File: src/rtl/data_shift_sched.sv
// rtl/data_shift_sched.sv - credit-gated flit/metadata scheduler in front of data_shift
//
// Purpose: pairs each packet's SOP flit with its metadata record, forwards flits
// to data_shift (which cannot stall) only against downstream FIFO credits, and
// reserves an extra credit plus a one-cycle bubble after any tail flit that makes
// data_shift emit an additional flit.
//
// Ports:
//   clk, rst (asynchronous, active-low)
//   in_pkt_*      upstream flit stream (valid/ready, sop/eop, 256b data, 5b empty)
//   in_meta_*     upstream metadata record (valid/ready, metadata_t)
//   ds_pkt_*      flit to data_shift (valid only, no backpressure)
//   ds_meta_*     metadata to data_shift, valid on the SOP handshake cycle
//   credit_return one pulse per downstream FIFO slot freed
//   err_orphan    sticky: non-SOP flit arrived while idle and was dropped
//   err_credit    sticky: credit returned while the counter was already full
//
// Optional build macro SCHED_STATS_EN adds 32-bit wrapping counters
// stat_pkts, stat_ext and stat_stall.

package data_shift_sched_pkg;
    localparam logic [7:0] PROT_UDP = 8'd17;

    typedef struct packed {
        logic [7:0]  prot;
        logic [7:0]  hdr_len;
        logic [15:0] flow_id;
    } metadata_t;
endpackage

module data_shift_sched
    import data_shift_sched_pkg::*;
#(
    parameter int CREDITS = 16
) (
    input  logic         clk,
    input  logic         rst,
    input  logic         in_pkt_valid,
    input  logic         in_pkt_sop,
    input  logic         in_pkt_eop,
    input  logic [255:0] in_pkt_data,
    input  logic [4:0]   in_pkt_empty,
    output logic         in_pkt_ready,
    input  logic         in_meta_valid,
    input  metadata_t    in_meta_data,
    output logic         in_meta_ready,
    output logic         ds_pkt_valid,
    output logic         ds_pkt_sop,
    output logic         ds_pkt_eop,
    output logic [255:0] ds_pkt_data,
    output logic [4:0]   ds_pkt_empty,
    output logic         ds_meta_valid,
    output metadata_t    ds_meta_data,
    input  logic         credit_return,
    output logic         err_orphan,
    output logic         err_credit
`ifdef SCHED_STATS_EN
    ,
    output logic [31:0]  stat_pkts,
    output logic [31:0]  stat_ext,
    output logic [31:0]  stat_stall
`endif
);

    localparam int CW = $clog2(CREDITS + 1);
    localparam logic [CW-1:0] CRED_MAX = CW'(CREDITS);

    typedef enum logic [1:0] {S_IDLE, S_BODY, S_GAP} state_t;

    state_t        state_q, state_d;
    logic [CW-1:0] credit_q, credit_d;
    logic          udp_q, udp_d;
    logic          err_orphan_q, err_orphan_d;
    logic          err_credit_q, err_credit_d;

`ifdef SCHED_STATS_EN
    logic [31:0]   stat_pkts_q, stat_pkts_d;
    logic [31:0]   stat_ext_q, stat_ext_d;
    logic [31:0]   stat_stall_q, stat_stall_d;
`endif

    logic          live_udp;
    logic          udp_eff;
    logic          ext;
    logic [CW-1:0] need;
    logic [CW-1:0] consumed;
    logic          credit_ok;
    logic          orphan;
    logic          fwd;
    logic          sop_hs;

    always_comb begin
        live_udp = (in_meta_data.prot == PROT_UDP);
        // A 1-flit packet has no latched protocol yet, so use the live record.
        udp_eff   = (state_q == S_IDLE) ? live_udp : udp_q;
        ext       = in_pkt_eop & ~udp_eff & (in_pkt_empty < 5'd8);
        need      = ext ? CW'(2) : CW'(1);
        credit_ok = (credit_q >= need);

        in_pkt_ready  = 1'b0;
        in_meta_ready = 1'b0;
        orphan        = 1'b0;
        case (state_q)
            S_IDLE: begin
                if (in_pkt_valid & ~in_pkt_sop) begin
                    // Swallow the orphan so upstream cannot wedge on it.
                    in_pkt_ready = 1'b1;
                    orphan       = 1'b1;
                end else begin
                    in_pkt_ready  = in_pkt_valid & in_meta_valid & credit_ok;
                    in_meta_ready = in_pkt_ready;
                end
            end
            S_BODY:  in_pkt_ready = credit_ok;
            default: ;
        endcase

        fwd      = in_pkt_valid & in_pkt_ready & ~orphan;
        sop_hs   = fwd & (state_q == S_IDLE);
        consumed = fwd ? need : '0;

        state_d = state_q;
        case (state_q)
            S_IDLE: if (sop_hs) state_d = in_pkt_eop ? (ext ? S_GAP : S_IDLE) : S_BODY;
            S_BODY: if (fwd & in_pkt_eop) state_d = ext ? S_GAP : S_IDLE;
            default: state_d = S_IDLE;
        endcase

        udp_d        = sop_hs ? live_udp : udp_q;
        err_orphan_d = err_orphan_q | orphan;
        err_credit_d = err_credit_q;
        if (credit_return & ~fwd & (credit_q == CRED_MAX)) begin
            credit_d     = credit_q;
            err_credit_d = 1'b1;
        end else begin
            credit_d = credit_q - consumed + CW'(credit_return);
        end

`ifdef SCHED_STATS_EN
        stat_pkts_d  = stat_pkts_q + 32'(sop_hs);
        stat_ext_d   = stat_ext_q + 32'(fwd & in_pkt_eop & ext);
        stat_stall_d = stat_stall_q + 32'(in_pkt_valid & ~in_pkt_ready);
`endif
    end

    always_ff @(posedge clk or negedge rst) begin
        if (!rst) begin
            state_q      <= S_IDLE;
            credit_q     <= CRED_MAX;
            udp_q        <= 1'b0;
            err_orphan_q <= 1'b0;
            err_credit_q <= 1'b0;
`ifdef SCHED_STATS_EN
            stat_pkts_q  <= '0;
            stat_ext_q   <= '0;
            stat_stall_q <= '0;
`endif
        end else begin
            state_q      <= state_d;
            credit_q     <= credit_d;
            udp_q        <= udp_d;
            err_orphan_q <= err_orphan_d;
            err_credit_q <= err_credit_d;
`ifdef SCHED_STATS_EN
            stat_pkts_q  <= stat_pkts_d;
            stat_ext_q   <= stat_ext_d;
            stat_stall_q <= stat_stall_d;
`endif
        end
    end

    assign ds_pkt_valid  = fwd;
    assign ds_pkt_sop    = in_pkt_sop;
    assign ds_pkt_eop    = in_pkt_eop;
    assign ds_pkt_data   = in_pkt_data;
    assign ds_pkt_empty  = in_pkt_empty;
    assign ds_meta_valid = sop_hs;
    assign ds_meta_data  = in_meta_data;
    assign err_orphan    = err_orphan_q;
    assign err_credit    = err_credit_q;

`ifdef SCHED_STATS_EN
    assign stat_pkts  = stat_pkts_q;
    assign stat_ext   = stat_ext_q;
    assign stat_stall = stat_stall_q;
`endif

endmodule
File: config.mk
export PLATFORM = sky130hd
export DESIGN_NAME = data_shift_sched
export DESIGN_NICKNAME = d
export VERILOG_FILES = /design/src/rtl/data_shift_sched.sv
export SDC_FILE = /design/constraint.sdc
export NUM_CORES = 1
export LEC_CHECK = 0
export ABC_AREA = 1
export CAP_MARGIN = 10
export CELL_PAD_IN_SITES_DETAIL_PLACEMENT = 0
export CELL_PAD_IN_SITES_GLOBAL_PLACEMENT = 1
export CORE_AREA = 2 2 231 233
export CTS_CLUSTER_DIAMETER = 80
export CTS_CLUSTER_SIZE = 24
export DETAILED_ROUTE_END_ITERATION = 6
export DIE_AREA = 0 0 233 235
export GPL_TIMING_DRIVEN = 0
export PLACE_DENSITY_LB_ADDON = 0.1
export SLEW_MARGIN = 40
export SYNTH_ARGS = -nofsm -noshare
export SYNTH_HDL_FRONTEND = slang
export SYNTH_SLANG_ARGS = --single-unit
File: constraint.sdc
create_clock -name clk -period 5.9 [get_ports clk]
set_input_delay 0.885 -clock clk [delete_from_list [all_inputs] [get_ports clk]]
set_output_delay 0.885 -clock clk [all_outputs]
set_load 0.1 [all_outputs]
[Yosys cells after proc, flatten, opt, wreduce, memory -nomap -nowiden]
Cells that the tools add are included.
Word-level totals
  register bits after elaboration: 10
  word-level logic and storage cells: 46
Operators by class
  $add $sub $neg: 2
  order comparisons: 2
  eq/ne operators: 5
  muxes and demuxes: 14
  bitwise operators: 16
  reduce and logical (&&, ||, !) cells: 2
Operator list (number)
  $mux W2: 6
  $and A1 B1 Y1: 11
  $eq A8 B5 Y1 const B: 1
  $mux W1: 6
  $add A5 B1 Y5: 1
  $eq A5 B5 Y1 const B: 1
  $ge A5 B2 Y1: 1
  $lt A5 B4 Y1 const B: 1
  $sub A5 B2 Y5: 1
  $ne A2 B2 Y1 const B: 2
  $not A1 Y1: 4
  $pmux W2 S2: 1
  $eq A2 B1 Y1 const B: 1
  $logic_not A2 Y1: 1
  $pmux W1 S2: 1
  $reduce_and A2 Y1: 1
  $or A1 B1 Y1: 1

[Depth between registers and ports, before layout]
Gate-level depths: netlist of run 1.
  word-level depth: 15
  mapped depth: 21
  gate-level depth less buffers: 21

[Least setup slack after synthesis of run 1]
OpenSTA, ideal clock, no wires.
  kind: input port to output port
  start point: in in_pkt_sop
  end point: out in_pkt_ready
  data arrival time: 3.109 ns
  setup slack: 1.906 ns
  stages on the path: 3
  buffers on the path: 0
  path through: inv_1 > nand2_1 > o21ai_0
Between the ends
  word-level cells in the longest chain between the ends: 4
RTL lines
  start, declared: line 39  | input logic in_pkt_sop,
  $not A1 Y1: line 105  | if (in_pkt_valid & ~in_pkt_sop) begin
  $and A1 B1 Y1: line 105
  $mux W1: line 105
  $pmux W1 S2: line 103  | case (state_q)
  end, declared: line 43  | output logic in_pkt_ready,
No other way between the ends.

[Worst setup path in the final report of run 1]
  start point: in in_meta_data[30] (netlist name)
  end point: reg credit_q[4]
Between the ends
  word-level cells in the longest chain between the ends: 15
RTL lines
  start, declared: line 45  | input metadata_t in_meta_data,
  $eq A8 B5 Y1 (*): line 93  | live_udp = (in_meta_data.prot == PROT_UDP);
  $mux W1 (*): line 95  | udp_eff = (state_q == S_IDLE) ? live_udp : udp_q;
  $not A1 Y1 (*): line 96  | ext = in_pkt_eop & ~udp_eff & (in_pkt_empty < 5'd8);
  $and A1 B1 Y1 (*) (2 in series): line 96
  $mux W2 (*): line 97  | need = ext ? CW'(2) : CW'(1);
  $ge A5 B2 Y1: line 98  | credit_ok = (credit_q >= need);
  $and A1 B1 Y1: line 110  | in_pkt_ready = in_pkt_valid & in_meta_valid & credit_ok;
  $mux W1: line 105
  $pmux W1 S2: line 103
  $and A1 B1 Y1 (2 in series): line 118  | fwd = in_pkt_valid & in_pkt_ready & ~orphan;
  $mux W2 or $not A1 Y1 (tied branches): line 120, 132
  $sub A5 B2 Y5 or $and A1 B1 Y1 (tied branches): line 136, 132
  $add A5 B1 Y5 or $and A1 B1 Y1 (tied branches): line 136, 132
  end signal, assigned: line 160  | credit_q <= credit_d;
  end, declared: line 71  | logic [CW-1:0] credit_q, credit_d;
Mark *: on every way between the ends. The rest lies on a longest branch, timed or not.
A chain may end at the register's enable or synchronous reset.

==> summary.md, run 1 <==
| Metric | Value |
|---|---|
| Status | completed |
| CTS Hold Buffers Added | 0 |
| CP dominant cell by count | nand3_1 |
| PD cells | 300 mW/mm^2 |
| Final HPWL DP | 16,700 microns |
| Yosys top cell by area | buf_4 |
| Setup CP Type | primary input to flop |
| Instance count on the critical path | 21 |
| HP Class | flop to flop |
| # resized after CTS | 0 |
| Tot GR Track Use | ~5.7% |
| Largest net degree at the start of global routing | 11 |
| Count leader, synth | buf_4 |
| Fin Setup TNS | 0 ns |
| Fin cells | about 1,400 |
| Initial antenna violation count | 3 |
| Reg2Reg Capture Point | credit_q[4]$_DFFE_PN1N_ |
| Worst-margin pin slew | between 0.6 and 0.7 ns |
| Cell Count Post-Placement | 1,405 |
| Initial core utilization | 5.84% |
| Worst R2R Setup Slack | 2.51 ns |
| RSZ-0062 raised after global routing | false |
| Final worst path period share | 74.3% |
| M2 GR Usage | around 13% |
| Crit path DAT | 4.56 ns |
| Core Area | 0.0522 sq mm |
| WL per Instance | 12.3 microns |
| Final net count | 1,034 |
| Root Driver | clkbuf_16 |
| DRC Markers | 0 |
| Clock Skew | 0.00223 ns |
| Critical path endpoint | credit_q[4]$_DFFE_PN1N_ |
| CTS sink cnt | 10 |
| Sequential fraction of the synthesis area | 8.24% |
| Top cells by area, synth | buf_4, dfrtp_1, ha_1, nand2_1, inv_1 |
| Layout cells sized above 1 | 85.4% |
| Die height | around 240 microns |
| DR vias | between 3,000 and 4,000 |
| Crit path max fanout | 7 |
| Worst-case reg-to-reg path depth | 19 |
| Post-synth cell types | 24 |
| Post-route ant nets | 0 |
| Die X | 233 microns |
| Most Used Layer, Global Route | met2 |
| Max incr delay on CP | 0.46 ns |
| Max-cap violations | 0 |
| Max-slew violations | 0 |
| Filler Cell Count | 6,155 |
| Area after DPL | 0.00558 sq mm |
| GPL Wtd Cong | approximately 0.7 |
| Slowest library cell on the worst path | fa_1 |
| Global-route met1 utilization | 4.18% |
| Most frequent cells after synthesis | buf_4, nand2_1, inv_1, ha_1 |
| R2R Path Start | state_q[1]$_DFFE_PN0P_ |
| EDFF count, synth | 0 |
| Startpoint types | primary input |
| Synth async-reset ratio | between 90% and 100% |
| Design area | 0.00566 sq mm |
| Total grt overflow | 0 |
| Post-Route WL | 17,300 microns |
| 1st-pass router iterations | 4 |
| Die area | around 0.055 sq mm |
| Post-synth net total | 712 |
| Post-CTS setup buffers | 0 |
| Fmax | 228 MHz |
| Top_reg_cell synth | dfrtp_1 |
| Leak Pwr | 3.16 nW |
| Post-layout minimum cycle time | 4.38 ns |
| Mapped Cells | 400 |
| Mean Syn Cell Area | 7.63 sq um |
| H-tree lvl count | 1 |
| CTS clk-pin slew, worst paths | 0.04 ns |
| Total power | between 1.5 and 2 mW |
| Max_slew headroom | between 50 and 60% |
| # port buffers | around 320 |
| Crit path required time | 6.08 ns |
| First-pass GRT wire length | around 22,000 microns |
| Top Family by Delay on Critical Path | simple AND/OR/NAND/NOR gates |
| P&R area growth vs syn | 85.5% |
| Clock Tree Buf Depth | 2 |
| Hold Violations, Final | 0 |
| I/O pin count | 601 |
| Number of global-route vias before repair | just over 3,000 |
| Starting DRT DRC Count | 33 |
| VDD IR max | 0.0000953 V |
| CTS tree | yes |
| CTS Buf Count | 3 |
| CP endpoint kind | flop |
| Worst path bufs/invs | 2 |
| Met3 GRT Util | 2.50% |
| Critical-path cell list | clkdlybuf4s50_1, nor2_1, nand3_1, nor2_1, nand3_1, nand3_1, ha_1, nand3_1, nand2_1, nand2_1, nand2_2, o211ai_4, nor2_1, ha_1, inv_1, ha_1, fa_1, a21oi_1, o21bai_1, or2_2, nand3_1 |
| Detail-routed via count per cell | 2.29 |
| Post-synthesis register bit count | 10 |
| Worst-Skew Late Latency | 0.24 ns |
| Synth Cell Area | between 0.003 and 0.004 sq mm |
| Crit path launch | in_meta_data[30] |
| Top cell type's share of synthesized area | 72.5% |
| Yosys warning total | 0 |
| Cell row count | 84 |
| Final setup vio count | 0 |
-- stage by stage --
| stage | worst slack, ns | util (%) | hold slack (ns) |
|---|---|---|---|
| 2_1_floorplan | 1.91 | - | 0.449 |
| 3_3_place_gp | 0.683 | 13.6 | 0.468 |
| 3_5_place_dp | 1.06 | 10.7 | 0.455 |
| 4_1_cts | 1.32 | 10.8 | 0.476 |
| 5_1_grt | 1.01 | 10.8 | 0.503 |
| 6_report | 1.52 | 10.8 | 0.469 |
-- report_power, final --
part / switching (mW) / internal (mW) / total (mW)
clock: 0.0359 / 0.0910 / 0.127
combinational: 1.13 / 0.324 / 1.45
sequential: 0.0188 / 0.0975 / 0.116
total: 1.18 / 0.513 / 1.70
-- worst min-delay path by stage --
| stage | start | depth (start not counted) | end |
|---|---|---|---|
| after floorplan | udp_q$_DFFE_PN0P_ | 2 | udp_q$_DFFE_PN0P_ |
| after global placement | err_credit$_DFFE_PN0P_ | 2 | err_credit$_DFFE_PN0P_ |
| after detailed placement | err_credit$_DFFE_PN0P_ | 2 | err_credit$_DFFE_PN0P_ |
| after CTS | err_credit$_DFFE_PN0P_ | 2 | err_credit$_DFFE_PN0P_ |
| after global routing | err_orphan$_DFF_PN0_ | 1 | err_orphan$_DFF_PN0_ |
| final | err_orphan$_DFF_PN0_ | 1 | err_orphan$_DFF_PN0_ |
-- cell type report --
class / count / area [sq um] / area share, %
Tap cell: 688 / 861 / 15.2
Antenna cell: 1 / 2.50 / 0.0442
Inverter: 23 / 86.3 / 1.52
Clock buffer: 4 / 78.8 / 1.39
Timing Repair Buffer: 317 / 1670 / 29.4
Sequential cell: 10 / 251 / 4.44
Buffer: 295 / 2210 / 39.1
Multi-Input combinational cell: 72 / 500 / 8.84
-- sequential cells by signal, summed over array words and instances, names as in the netlist --
name        flops
credit_q        5
err_credit      1
err_orphan      1
state_q         2
udp_q           1
-- cells in the final DEF, fill, tap and decap left out, drive strengths merged --
cell and count:
a21oi 3, nor2 13, nand2 24, clkdlybuf4s50 16
dfstp 1, ha 11, or2 2, clkbuf 4
xor2 1, diode 1, nand3 9, inv 23
o21ai 2, fa 1, o2111ai 1, o21bai 1
nor3b 1, o211ai 1, buf 596, nor4 1
xnor2 1, dfrtp 9
-- logic make-up (layout without fill, tap and decap cells) --
family / count (synthesis) / in the layout / synth area share [%]
AO/OA/AOI/OAI: 8 / 8 / 2.05
other: 0 / 1 / 0
buffers and inverters: 318 / 639 / 75.4
flip-flops: 10 / 10 / 8.24
AND/OR/NAND/NOR: 50 / 50 / 8.61
adder cells (fa/ha/maj): 12 / 12 / 5.16
XOR/XNOR: 2 / 2 / 0.574
-- layer usage --
| layer | routed length (microns) | vias to the layer above |
|---|---|---|
| met3 | 2360 | 8 |
| met1 | 4190 | 1392 |
| met4 | 63 | 2 |
| met2 | 10700 | 262 |
| met5 | 13 | - |
| li1 | - | 1560 |
Power figures use the tool's default switching activity.
==> run 2, diff against run 1 <==
==> constraint.sdc (replaced) <==
create_clock -name clk -period 3.85 [get_ports clk]
set_input_delay 0.5775 -clock clk [delete_from_list [all_inputs] [get_ports clk]]
set_output_delay 0.5775 -clock clk [all_outputs]
set_load 0.1 [all_outputs]
==> run 2 against run 1 <==
Against the previous run:
- core utilization increased by 0.17 points
- via count grew 0.78%
- die area is the same
- sequential power up 54%
- largest cell class unchanged
- final area increased by 1.5%
- highest routed layer unchanged
- hold slack hardly changed
- final cell count rose by 0.28%
==> summary.md, run 2 (synthesized netlist as in run 1, its figures left out) <==
| Metric | Value |
|---|---|
| CTS Hold Buffers Added | 0 (unchanged) |
| Fmax | about 280 MHz |
| HP Class | flop to flop |
| CTS tree | yes |
| Largest net degree at the start of global routing | 11 (unchanged) |
| Leak Pwr | 3.21 nW (+1.7%) |
| DRC Markers | 0 (unchanged) |
| Clock Skew | 0.00187 ns (-0.000358 ns) |
| R2R Path Start | state_q[1]$_DFFE_PN0P_ |
| Max_slew headroom | 59.9% (about the same) |
| Total grt overflow | 0 (unchanged) |
| Hold Path Cell Cnt | 1 (unchanged) |
| Cell row count | 84 (unchanged) |
| Largest regs | credit_q x5, state_q x2 |
| Final net count | 1,038 (+0.39%) |
| Hold Violations, Final | 0 (unchanged) |
| Psw | 1.83 mW (+55%) |
| Worst-case reg-to-reg path depth | 19 (unchanged) |
| Setup CP Type | primary input to output port |
| Startpoint types | primary input |
| Final HPWL DP | 16,700 microns (unchanged) |
| VDD IR max | 0.000145 V (+52%) |
| Most Used Layer, Global Route | met2 |
| Crit path launch | in_meta_data[30] |
| First-pass GRT wire length | 22,300 microns (+0.65%) |
| Design area | 0.00575 sq mm (+1.5%) |
| PD cells | 460 mW/mm^2 (+53%) |
| Global-route met1 utilization | 4.20% (+0.022 points) |
| Place WS | -0.680 ns (-1.74 ns) |
| Post-Route WL | 17,400 microns (+0.83%) |
| Detail-routed via count per cell | 2.30 (+0.49%) |
| Worst Hold End | err_orphan$_DFF_PN0_ |
| Logic gate share of total power | 85.9% (+0.2 points) |
| DR vias | 3,249 (+0.78%) |
| GPL Wtd Cong | 0.700 (unchanged) |
| Crit path DAT | 3.02 ns (-1.54 ns) |
| CTS sink cnt | 10 (unchanged) |
| Number of global-route vias before repair | 3,065 (+0.43%) |
| Fin Setup TNS | 0 ns (unchanged) |
| Core Area | 0.0522 sq mm (unchanged) |
| Largest Register | credit_q |
| Reg power frac | 6.8% (about the same) |
| Max-cap violations | 0 (unchanged) |
| Met3 GRT Util | 2.50% (unchanged) |
| CTS Buf Count | 3 (unchanged) |
| # port buffers | 317 (unchanged) |
| Starting DRT DRC Count | 19 (-42%) |
| Crit path required time | 3.27 ns (-2.81 ns) |
| Die X | 233 microns (unchanged) |
| Die area | 0.0548 sq mm (unchanged) |
| P&R area growth vs syn | 88.3% |
| Root Driver | clkbuf_16 |
| Min-delay src | err_orphan$_DFF_PN0_ |
| Reg2Reg Capture Point | credit_q[4]$_DFFE_PN1N_ |
| H-tree lvl count | 1 (unchanged) |
| RSZ-0062 raised after global routing | false |
| Layout cells sized above 1 | 86.6% (+1.2 points) |
| CTS clk-pin slew, worst paths | 0.04 ns (about the same) |
| WL per Instance | 12.3 microns (+0.55%) |
| Setup WS post-layout | 0.257 ns (-1.26 ns) |
| Worst R2R Setup Slack | 0.76 ns (-1.75 ns) |
| P_int | 0.812 mW (+58%) |
| Most common cell after layout, fill and taps aside | buf_2 |
| Tot GR Track Use | 5.71% (+0.043 points) |
| M2 GR Usage | 13.0% (+0.13 points) |
| Post-layout util | 11.0% (+0.17 points) |
| Worst-Skew Late Latency | 0.24 ns (about the same) |
| Status | completed |
| Post-route ant nets | 0 (unchanged) |
| Crit path max fanout | 5 (-2) |
| Switching part of the total | 69.3% (-0.51 points) |
| Die height | 235 microns (unchanged) |
| Most frequent cells in the layout | buf_2, buf_4, nand2_1 |
| Post-layout minimum cycle time | 3.59 ns |
| Worst-margin pin slew | 0.605 ns (+0.000475 ns) |
| 1st-pass router iterations | 4 (unchanged) |
| Final worst path period share | between 90% and 100% |
| Filler Cell Count | 6,146 (-0.15%) |
| I/O pin count | 601 (unchanged) |
| CP endpoint kind | output port |
| Initial core utilization | 5.84% (unchanged) |
| Power share of the clock group | 7.3% (-0.2 points) |
| Initial antenna violation count | 3 (unchanged) |
| Clock Tree Buf Depth | 2 (unchanged) |
| Max-slew violations | 0 (unchanged) |
| Area after DPL | 0.00558 sq mm (unchanged) |
| Final setup vio count | 0 (unchanged) |
| Max reg flops | 5 (unchanged) |
[run 2: cell types whose count changed in the layout (fill, tap and decap cells not counted), moves of 2 or more]
cell             previous run  this run
nor2_1                      9         7
nand3_2                     0         2
clkdlybuf4s50_1            16        13
nand3_1                     9         6
buf_4                     295       299
dlymetal6s2s_1              0         3
[run 2: routing by layer]
metal	up-vias	wire length (microns)
li1	1569	-
met1	1408	4240
met2	262	10800
met3	8	2370
met4	2	63
met5	-	13
[run 2: worst max-delay path by stage]
stage | endpoint | slack [ns] | depth (start not counted)
2_1_floorplan | in_pkt_ready | 0.47 | 3
3_3_place_gp | ds_meta_valid | -0.75 | 14
3_5_place_dp | credit_q[4]$_DFFE_PN1N_ | -0.68 | 21
4_1_cts | credit_q[4]$_DFFE_PN1N_ | 0.05 | 21
5_1_grt | credit_q[4]$_DFFE_PN1N_ | 0.001 | 21
6_report | ds_pkt_valid | 0.26 | 16
[run 2: per-stage QoR]
step | cells | hold WS, ns | power [mW]
6_report | 1414 | 0.469 | 2.64
3_3_place_gp | 1405 | 0.468 | 2.64
3_5_place_dp | 1405 | 0.455 | 2.44
5_1_grt | 1413 | 0.503 | 2.81
2_1_floorplan | 400 | 0.282 | 2.11
4_1_cts | 1412 | 0.475 | 2.68
[run 2: cell type report]
class,instances,area (sq um),area share [%]
flip-flops and latches,10,251,4.37
diodes,1,2.50,0.0435
inverters,23,86.3,1.50
plain buffers,295,2210,38.5
clock buffers,4,78.8,1.37
well taps,688,861,15.0
multi-input cells,72,551,9.58
repair buffers,321,1700,29.6
[run 2: critical path, stage by stage]
cell and delay [ns]:
clkdlybuf4s50_1 0.52, nor2_2 0.05, nand3_2 0.08, nor2_4 0.05, nand3_2 0.08, nand3_4 0.08, ha_1 0.28, nand3_1 0.08
nand2_1 0.06, nand2_1 0.05, nand2_2 0.10, o211ai_4 0.10, buf_4 0.17, buf_4 0.17, inv_1 0.05, buf_2 0.48
[run 2: what timing repair did]
item / 4_1_cts / 5_1_grt
pin swaps: 3 / 6
buffers inserted: 3 / 1
setup endpoints to repair: 2 / 2
resized for setup: 6 / 8
[run 2: power by group through the flow]
stage,sequential (mW),clock (mW),combinational (mW)
2_1_floorplan,0.174,0,1.93
3_3_place_gp,0.183,0,2.46
3_5_place_dp,0.182,0,2.26
4_1_cts,0.180,0.200,2.30
5_1_grt,0.184,0.209,2.42
6_report,0.179,0.194,2.27
==> run 3, diff against run 2 <==
--- a/config.mk
+++ b/config.mk
@@ -10,7 +10,7 @@
 export CELL_PAD_IN_SITES_DETAIL_PLACEMENT = 0
 export CELL_PAD_IN_SITES_GLOBAL_PLACEMENT = 1
 export CORE_AREA = 2 2 231 233
-export CTS_CLUSTER_DIAMETER = 80
+export CTS_CLUSTER_DIAMETER = 30
 export CTS_CLUSTER_SIZE = 24
 export DETAILED_ROUTE_END_ITERATION = 6
 export DIE_AREA = 0 0 233 235
==> results of run 3 <==
Final layout, timing and power as in run 2 (identical DEF).
